File: src/rtl/safety_island_boot_ctrl_if.sv
// ----------------------------------------------------------------------------
// safety_island_boot_ctrl_if : boot-control signal bundle (debug, preload, core)
// Rev 1.0
// ----------------------------------------------------------------------------
`default_nettype none

interface safety_island_boot_ctrl_if #(
  parameter int AddrWidth = 32
);
  logic                 bootmode_i;
  logic [AddrWidth-1:0] jtag_addr_i;
  logic                 jtag_addr_valid_i;
  logic                 jtag_fetch_en_i;
  logic                 preload_done_i;
  logic                 fetch_en_o;
  logic [AddrWidth-1:0] boot_addr_o;
  logic                 bootmode_o;
  logic                 boot_err_o;

  modport master (
    output bootmode_i, jtag_addr_i, jtag_addr_valid_i, jtag_fetch_en_i, preload_done_i,
    input  fetch_en_o, boot_addr_o, bootmode_o, boot_err_o
  );

  modport slave (
    input  bootmode_i, jtag_addr_i, jtag_addr_valid_i, jtag_fetch_en_i, preload_done_i,
    output fetch_en_o, boot_addr_o, bootmode_o, boot_err_o
  );
endinterface

`default_nettype wire

File: src/rtl/safety_island_boot_ctrl.sv
// ----------------------------------------------------------------------------
// safety_island_boot_ctrl : settles, samples bootmode, then releases the core
// Rev 1.0
// ----------------------------------------------------------------------------
`default_nettype none

module safety_island_boot_ctrl #(
  parameter int                   AddrWidth       = 32,
  parameter int                   SettleCycles    = 16,
  parameter int                   PreloadTimeout  = 1024,
  parameter logic [AddrWidth-1:0] DefaultBootAddr = AddrWidth'(32'h0000_0080)
) (
  input  wire logic                  clk_i,
  input  wire logic                  rst_i,
  safety_island_boot_ctrl_if.slave   bus
);

  typedef enum logic {
    BOOT_JTAG      = 1'b0,
    BOOT_PRELOADED = 1'b1
  } bootmode_e;

  typedef enum logic [2:0] {
    S_SETTLE       = 3'd0,
    S_WAIT_JTAG    = 3'd1,
    S_WAIT_PRELOAD = 3'd2,
    S_BOOT         = 3'd3,
    S_ERROR        = 3'd4
  } state_e;

  localparam int SC_W = (SettleCycles > 1) ? $clog2(SettleCycles) : 1;
  localparam int TO_W = (PreloadTimeout > 1) ? $clog2(PreloadTimeout) : 1;
  localparam logic [SC_W-1:0] SETTLE_LAST = SC_W'(SettleCycles - 1);
  localparam logic [TO_W-1:0] TO_LAST     = TO_W'((PreloadTimeout == 0) ? 0 : PreloadTimeout - 1);
  localparam logic [AddrWidth-1:0] ALIGN_MASK = ~AddrWidth'(3);

  state_e               state;
  state_e               state_next;
  logic [SC_W-1:0]      settle_cnt;
  logic [TO_W-1:0]      to_cnt;
  logic                 bootmode;
  logic [AddrWidth-1:0] boot_addr;
  logic                 fetch_en;
  logic                 boot_err;
  logic                 settle_done;
  logic                 addr_we;

  always_ff @(posedge clk_i or posedge rst_i) begin
    if (rst_i) begin
      state <= S_SETTLE;
    end else begin
      state <= state_next;
    end
  end

  always_comb begin
    state_next  = state;
    settle_done = 1'b0;
    addr_we     = 1'b0;
    case (state)
      S_SETTLE: begin
        addr_we = bus.jtag_addr_valid_i;
        if (settle_cnt == SETTLE_LAST) begin
          settle_done = 1'b1;
          state_next  = (bootmode_e'(bus.bootmode_i) == BOOT_PRELOADED) ? S_WAIT_PRELOAD
                                                                         : S_WAIT_JTAG;
        end
      end
      S_WAIT_JTAG: begin
        addr_we = bus.jtag_addr_valid_i;
        if (bus.jtag_fetch_en_i) begin
          state_next = S_BOOT;
        end
      end
      S_WAIT_PRELOAD: begin
        addr_we = bus.jtag_addr_valid_i;
        // A preload completing on the last allowed cycle still boots.
        if (bus.preload_done_i) begin
          state_next = S_BOOT;
        end else if ((PreloadTimeout != 0) && (to_cnt == TO_LAST)) begin
          state_next = S_ERROR;
        end
      end
      S_BOOT:  state_next = S_BOOT;
      S_ERROR: state_next = S_ERROR;
      default: state_next = S_SETTLE;
    endcase
  end

  always_ff @(posedge clk_i or posedge rst_i) begin
    if (rst_i) begin
      settle_cnt <= '0;
      to_cnt     <= '0;
      bootmode   <= 1'b0;
      boot_addr  <= DefaultBootAddr;
      fetch_en   <= 1'b0;
      boot_err   <= 1'b0;
    end else begin
      if ((state == S_SETTLE) && (settle_cnt != '1)) begin
        settle_cnt <= settle_cnt + 1'b1;
      end
      // Timeout count is held at zero outside WAIT_PRELOAD so entry starts fresh.
      if (state != S_WAIT_PRELOAD) begin
        to_cnt <= '0;
      end else if (to_cnt != '1) begin
        to_cnt <= to_cnt + 1'b1;
      end
      if (settle_done) begin
        bootmode <= bus.bootmode_i;
      end
      if (addr_we) begin
        boot_addr <= bus.jtag_addr_i & ALIGN_MASK;
      end
      fetch_en <= (state == S_BOOT);
      boot_err <= (state == S_ERROR);
    end
  end

  assign bus.fetch_en_o  = fetch_en;
  assign bus.boot_addr_o = boot_addr;
  assign bus.bootmode_o  = bootmode;
  assign bus.boot_err_o  = boot_err;

endmodule

`default_nettype wire

File: src/flat_wrapper.sv
// flat-port wrapper written by rule: the top's interface ports become plain ports
module safety_island_boot_ctrl_flat 
#(
  parameter int                   AddrWidth       = 32,
  parameter int                   SettleCycles    = 16,
  parameter int                   PreloadTimeout  = 1024,
  parameter logic [AddrWidth-1:0] DefaultBootAddr = AddrWidth'(32'h0000_0080)
)
  (clk_i, rst_i, bus_bootmode_i, bus_jtag_addr_i, bus_jtag_addr_valid_i, bus_jtag_fetch_en_i, bus_preload_done_i, bus_fetch_en_o, bus_boot_addr_o, bus_bootmode_o, bus_boot_err_o);
  safety_island_boot_ctrl_if #(.AddrWidth(AddrWidth)) bus_i ();
  input  wire logic clk_i;
  input  wire logic rst_i;
  input wire logic [$bits(bus_i.bootmode_i)-1:0] bus_bootmode_i;
  input wire logic [$bits(bus_i.jtag_addr_i)-1:0] bus_jtag_addr_i;
  input wire logic [$bits(bus_i.jtag_addr_valid_i)-1:0] bus_jtag_addr_valid_i;
  input wire logic [$bits(bus_i.jtag_fetch_en_i)-1:0] bus_jtag_fetch_en_i;
  input wire logic [$bits(bus_i.preload_done_i)-1:0] bus_preload_done_i;
  output wire logic [$bits(bus_i.fetch_en_o)-1:0] bus_fetch_en_o;
  output wire logic [$bits(bus_i.boot_addr_o)-1:0] bus_boot_addr_o;
  output wire logic [$bits(bus_i.bootmode_o)-1:0] bus_bootmode_o;
  output wire logic [$bits(bus_i.boot_err_o)-1:0] bus_boot_err_o;
  assign bus_i.bootmode_i = bus_bootmode_i;
  assign bus_i.jtag_addr_i = bus_jtag_addr_i;
  assign bus_i.jtag_addr_valid_i = bus_jtag_addr_valid_i;
  assign bus_i.jtag_fetch_en_i = bus_jtag_fetch_en_i;
  assign bus_i.preload_done_i = bus_preload_done_i;
  assign bus_fetch_en_o = bus_i.fetch_en_o;
  assign bus_boot_addr_o = bus_i.boot_addr_o;
  assign bus_bootmode_o = bus_i.bootmode_o;
  assign bus_boot_err_o = bus_i.boot_err_o;
  safety_island_boot_ctrl #(.AddrWidth(AddrWidth), .SettleCycles(SettleCycles), .PreloadTimeout(PreloadTimeout), .DefaultBootAddr(DefaultBootAddr)) u_core (.clk_i(clk_i), .rst_i(rst_i), .bus(bus_i));
endmodule
File: config.mk
export PLATFORM = sky130hd
export DESIGN_NAME = safety_island_boot_ctrl_flat
export DESIGN_NICKNAME = d
export VERILOG_FILES = /design/src/rtl/safety_island_boot_ctrl_if.sv /design/src/rtl/safety_island_boot_ctrl.sv /design/src/flat_wrapper.sv
export SDC_FILE = /design/constraint.sdc
export NUM_CORES = 1
export LEC_CHECK = 0
export CORE_MARGIN = 2
export CORE_UTILIZATION = 45
export DETAILED_ROUTE_END_ITERATION = 10
export GPL_ROUTABILITY_DRIVEN = 0
export PLACE_DENSITY_LB_ADDON = 0.15
export SYNTH_ARGS = -nofsm -noshare
export SYNTH_HDL_FRONTEND = slang
export SYNTH_SLANG_ARGS = --single-unit
File: constraint.sdc
create_clock -name clk_i -period 2.15 [get_ports clk_i]
set_input_delay 0.645 -clock clk_i [delete_from_list [all_inputs] [get_ports clk_i]]
set_output_delay 0.645 -clock clk_i [all_outputs]
set_load 0.01 [all_outputs]
==> impl_metrics.sql, run 1 <==
INSERT INTO impl_metrics (metric_group, metric, value, unit) VALUES
('yosys', 'syn_area', '2220', 'sq um'),
('grt', 'antenna_found_initial', '0', ''),
('critical_path', 'cp_slowest_cell', 'sky130_fd_sc_hd__dfstp_2', ''),
('sta', 'timing.final.crit_period', '1.99', 'ns'),
('yosys', 'count_of_mapped_cells_out_of_synthesis', '171', ''),
('critical_path', 'cp-start-kind', 'register', ''),
('clock_network', 'cts_tree', 'yes', ''),
('place', 'port_buffers', '68', ''),
('sta', 'final-max-slew-violation-count', '0', ''),
('power', 'switching_share', '21.4', '%'),
('floorplan', 'die_outline_area', '5510', 'sq um'),
('grt', 'grt_pass1_wl', '6750', 'um'),
('sta', 'fmaxAchievable', '503', 'MHz'),
('clock_network', 'postCtsSetupRepairBufs', '0', ''),
('min_path', 'hold_path.class', 'register to register', ''),
('clock_network', 'cts_root_buf', 'sky130_fd_sc_hd__clkbuf_8', ''),
('final_layout', 'finish.net_count', '277', ''),
('place', 'placedInstanceArea', '2940', 'sq um'),
('critical_path', 'timing.critical_path.cells', 'clkdlybuf4s50_1', ''),
('power', 'p_leak', '1.27', 'nW'),
('place', 'place_inst', '297', ''),
('critical_path', 'regToRegStartpoint', 'u_core.to_cnt[0]', ''),
('power', 'power.sequential.fraction', '56.9', '%'),
('floorplan', 'placementRows', '25', ''),
('detailed_routing', 'post-route-drc-count', '0', ''),
('grt', 'grt_start_max_net_pins', '51', ''),
('clock_network', 'cts_hold_buf', '0', ''),
('power', 'p_switching', '0.371', 'mW'),
('sta', 'fin_worst_skew', '0.00806', 'ns'),
('final_layout', 'antenna-diode-count', '0', ''),
('final_layout', 'n_fill_cell', '398', ''),
('run_status', 'outcome', 'finished, final reports clean', ''),
('critical_path', 'crit_path_buffers_inverters', '1', ''),
('detailed_routing', 'drtAntennaViolNets', '0', ''),
('critical_path', 'reg2reg_depth', '4', ''),
('min_path', 'min-delay-start', 'u_core.bus.boot_addr_o[22]', ''),
('critical_path', 'critPathMaxStageDelay', '0.53', 'ns'),
('clock_network', 'cts_sink_cnt', '50', ''),
('place', 'dp_hpwl', '2880', 'um'),
('power', 'p_per_area', '570', 'nW/um^2'),
('detailed_routing', 'routed_wire_length_per_instance', '13.4', 'um'),
('yosys', 'postSynth.topFlopCell', 'sky130_fd_sc_hd__dfrtp_1', ''),
('critical_path', 'worstSetupEndpointType', 'primary output', ''),
('power', 'ir_drop', '511', 'uV'),
('final_layout', 'design_area', '3030', 'sq um'),
('clock_network', 'cts_made_buffers', '5', ''),
('floorplan', 'fp.dieW', '74.3', 'um'),
('yosys', 'ys_async_sr_fraction', '100', '%'),
('clock_network', 'clkSlewWorstSetupHoldPaths', '0.08', 'ns'),
('critical_path', 'critPathMaxFanout', '2', ''),
('power', 'combPwrFrac', '11.2', '%'),
('floorplan', 'die_h', '74.3', 'um'),
('sta', 'total_negative_setup_slack', '0', 'ns'),
('floorplan', 'boundaryPins', '73', ''),
('min_path', 'min_delay_worst_endpoint', 'u_core.bus.boot_addr_o[22]', ''),
('grt', 'overflow', '0', ''),
('detailed_routing', 'vias_per_cell', '5.04', ''),
('yosys', 'post_synth.cell_area_avg', '13.0', 'sq um'),
('detailed_routing', 'drt_pass1_iterations', '4', ''),
('power', 'clk_pwr_share', '31.9', '%'),
('grt', 'first_global_vias', '1458', ''),
('critical_path', 'ff2ff_setup_slack', '0.58', 'ns'),
('critical_path', 'crit_path_start', 'u_core.bus.boot_addr_o[7]', ''),
('final_layout', 'area_overhead_of_the_layout_relative_to_synthesis', '36.5', '%'),
('critical_path', 'critical_path_depth', '1', ''),
('critical_path', 'timing.setup.critical_path_class', 'register to primary output', ''),
('yosys', 'synth_cell_type_count', '44', ''),
('final_layout', 'final_core_util', '63.8', '%'),
('clock_network', 'h-tree-depth', '2', ''),
('clock_network', 'clk_latency', '0.30', 'ns'),
('yosys', 'synth-edff-count', '0', '');
-- metrics by stage --
stage,setup slack [ns],hold WS [ns]
2_1_floorplan,0.305,0.466
3_3_place_gp,0.0763,0.469
3_5_place_dp,0.0715,0.475
4_1_cts,0.136,0.496
5_1_grt,0.113,0.524
6_report,0.160,0.488
-- synthesized netlist by cell type, drive strengths merged (3+ instances only) --
library cell | instances | area (sq um)
nand3 | 8 | 45.0
mux2 | 32 | 360
dfrtp | 49 | 1230
and3 | 3 | 18.8
buf | 11 | 87.6
a31oi | 4 | 25.0
nor3 | 3 | 26.3
a211oi | 7 | 65.1
a21oi | 4 | 20.0
nor4 | 3 | 18.8
nand2 | 8 | 30.0
inv | 5 | 18.8
nor2 | 5 | 18.8
-- worst max-delay path by stage --
stage	endpoint	slack [ns]
floorplan	u_core.bus.boot_addr_o[10]	0.31
global placement	u_core.bus.boot_addr_o[10]	0.08
detailed placement	u_core.bus.boot_addr_o[16]	0.07
CTS	bus_boot_addr_o[7]	0.14
global route	bus_boot_addr_o[7]	0.11
finish	bus_boot_addr_o[7]	0.16
-- sequential cells by signal (all words and copies together), names as in the netlist --
register,count
u_core.bus.boot_addr_o,30
u_core.to_cnt,10
u_core.state,3
u_core.bus.fetch_en_o,1
u_core.bus.bootmode_o,1
u_core.settle_cnt,4
u_core.bus.boot_err_o,1
-- power groups by stage --
stage	registers [mW]	logic [mW]	clock network [mW]
2_1_floorplan	1.02	0.0461	0
3_3_place_gp	1.00	0.196	0
3_5_place_dp	1.00	0.197	0
4_1_cts	0.983	0.198	0.586
5_1_grt	0.987	0.211	0.619
6_report	0.983	0.194	0.552
-- cells by family after synthesis --
logic type                 count (synthesis)  synth area share [%]
and+or+nand+nor                           40                  10.7
adders and majority gates                  2                  1.13
muxes                                     34                  17.1
DFF                                       50                  56.4
buffers and inverters                     17                  5.01
AOI/OAI and AO/OA                         25                  8.68
xor gates and xnor gates                   2                 0.789
other                                      1                 0.169
-- layout make-up --
type	instances	area, sq um	area share (%)
multi-input cells	105	861	28.4
flip-flops and latches	50	1250	41.3
clock inverters	2	12.5	0.413
clock buffers	6	82.6	2.72
inverters	5	18.8	0.619
repair buffers	70	721	23.8
well taps	67	83.8	2.77
-- placed cells by master, fill, tap and decap left out, types with 2 or more instances in the layout --
master                            count
sky130_fd_sc_hd__a211oi_1             6
sky130_fd_sc_hd__a21oi_1              4
sky130_fd_sc_hd__a31oi_1              4
sky130_fd_sc_hd__and3_1               3
sky130_fd_sc_hd__buf_12               2
sky130_fd_sc_hd__clkbuf_8             6
sky130_fd_sc_hd__clkdlybuf4s50_1     68
sky130_fd_sc_hd__conb_1               2
sky130_fd_sc_hd__dfrtp_1             49
sky130_fd_sc_hd__ha_1                 2
sky130_fd_sc_hd__inv_1                4
sky130_fd_sc_hd__mux2_1               2
sky130_fd_sc_hd__mux2_2              30
sky130_fd_sc_hd__mux2i_1              2
sky130_fd_sc_hd__nand2_1              8
sky130_fd_sc_hd__nand3_1              7
sky130_fd_sc_hd__nand4_1              2
sky130_fd_sc_hd__nor2_1               5
sky130_fd_sc_hd__nor3_1               2
sky130_fd_sc_hd__nor4_1               3
sky130_fd_sc_hd__xnor2_1              2
-- per-layer routing --
layer	track usage, %	routed length [um]
met1	21.0	1970
met4	4.76	40
met5	0	0
met2	25.7	1750
met3	4.61	332
(Power assumes the default switching activity.)
==> run 2: changes to the inputs <==
SLEW_MARGIN = 40   (was unset)
==> results of run 2 <==
The final DEF is identical to that of run 1; final timing and power are the same.
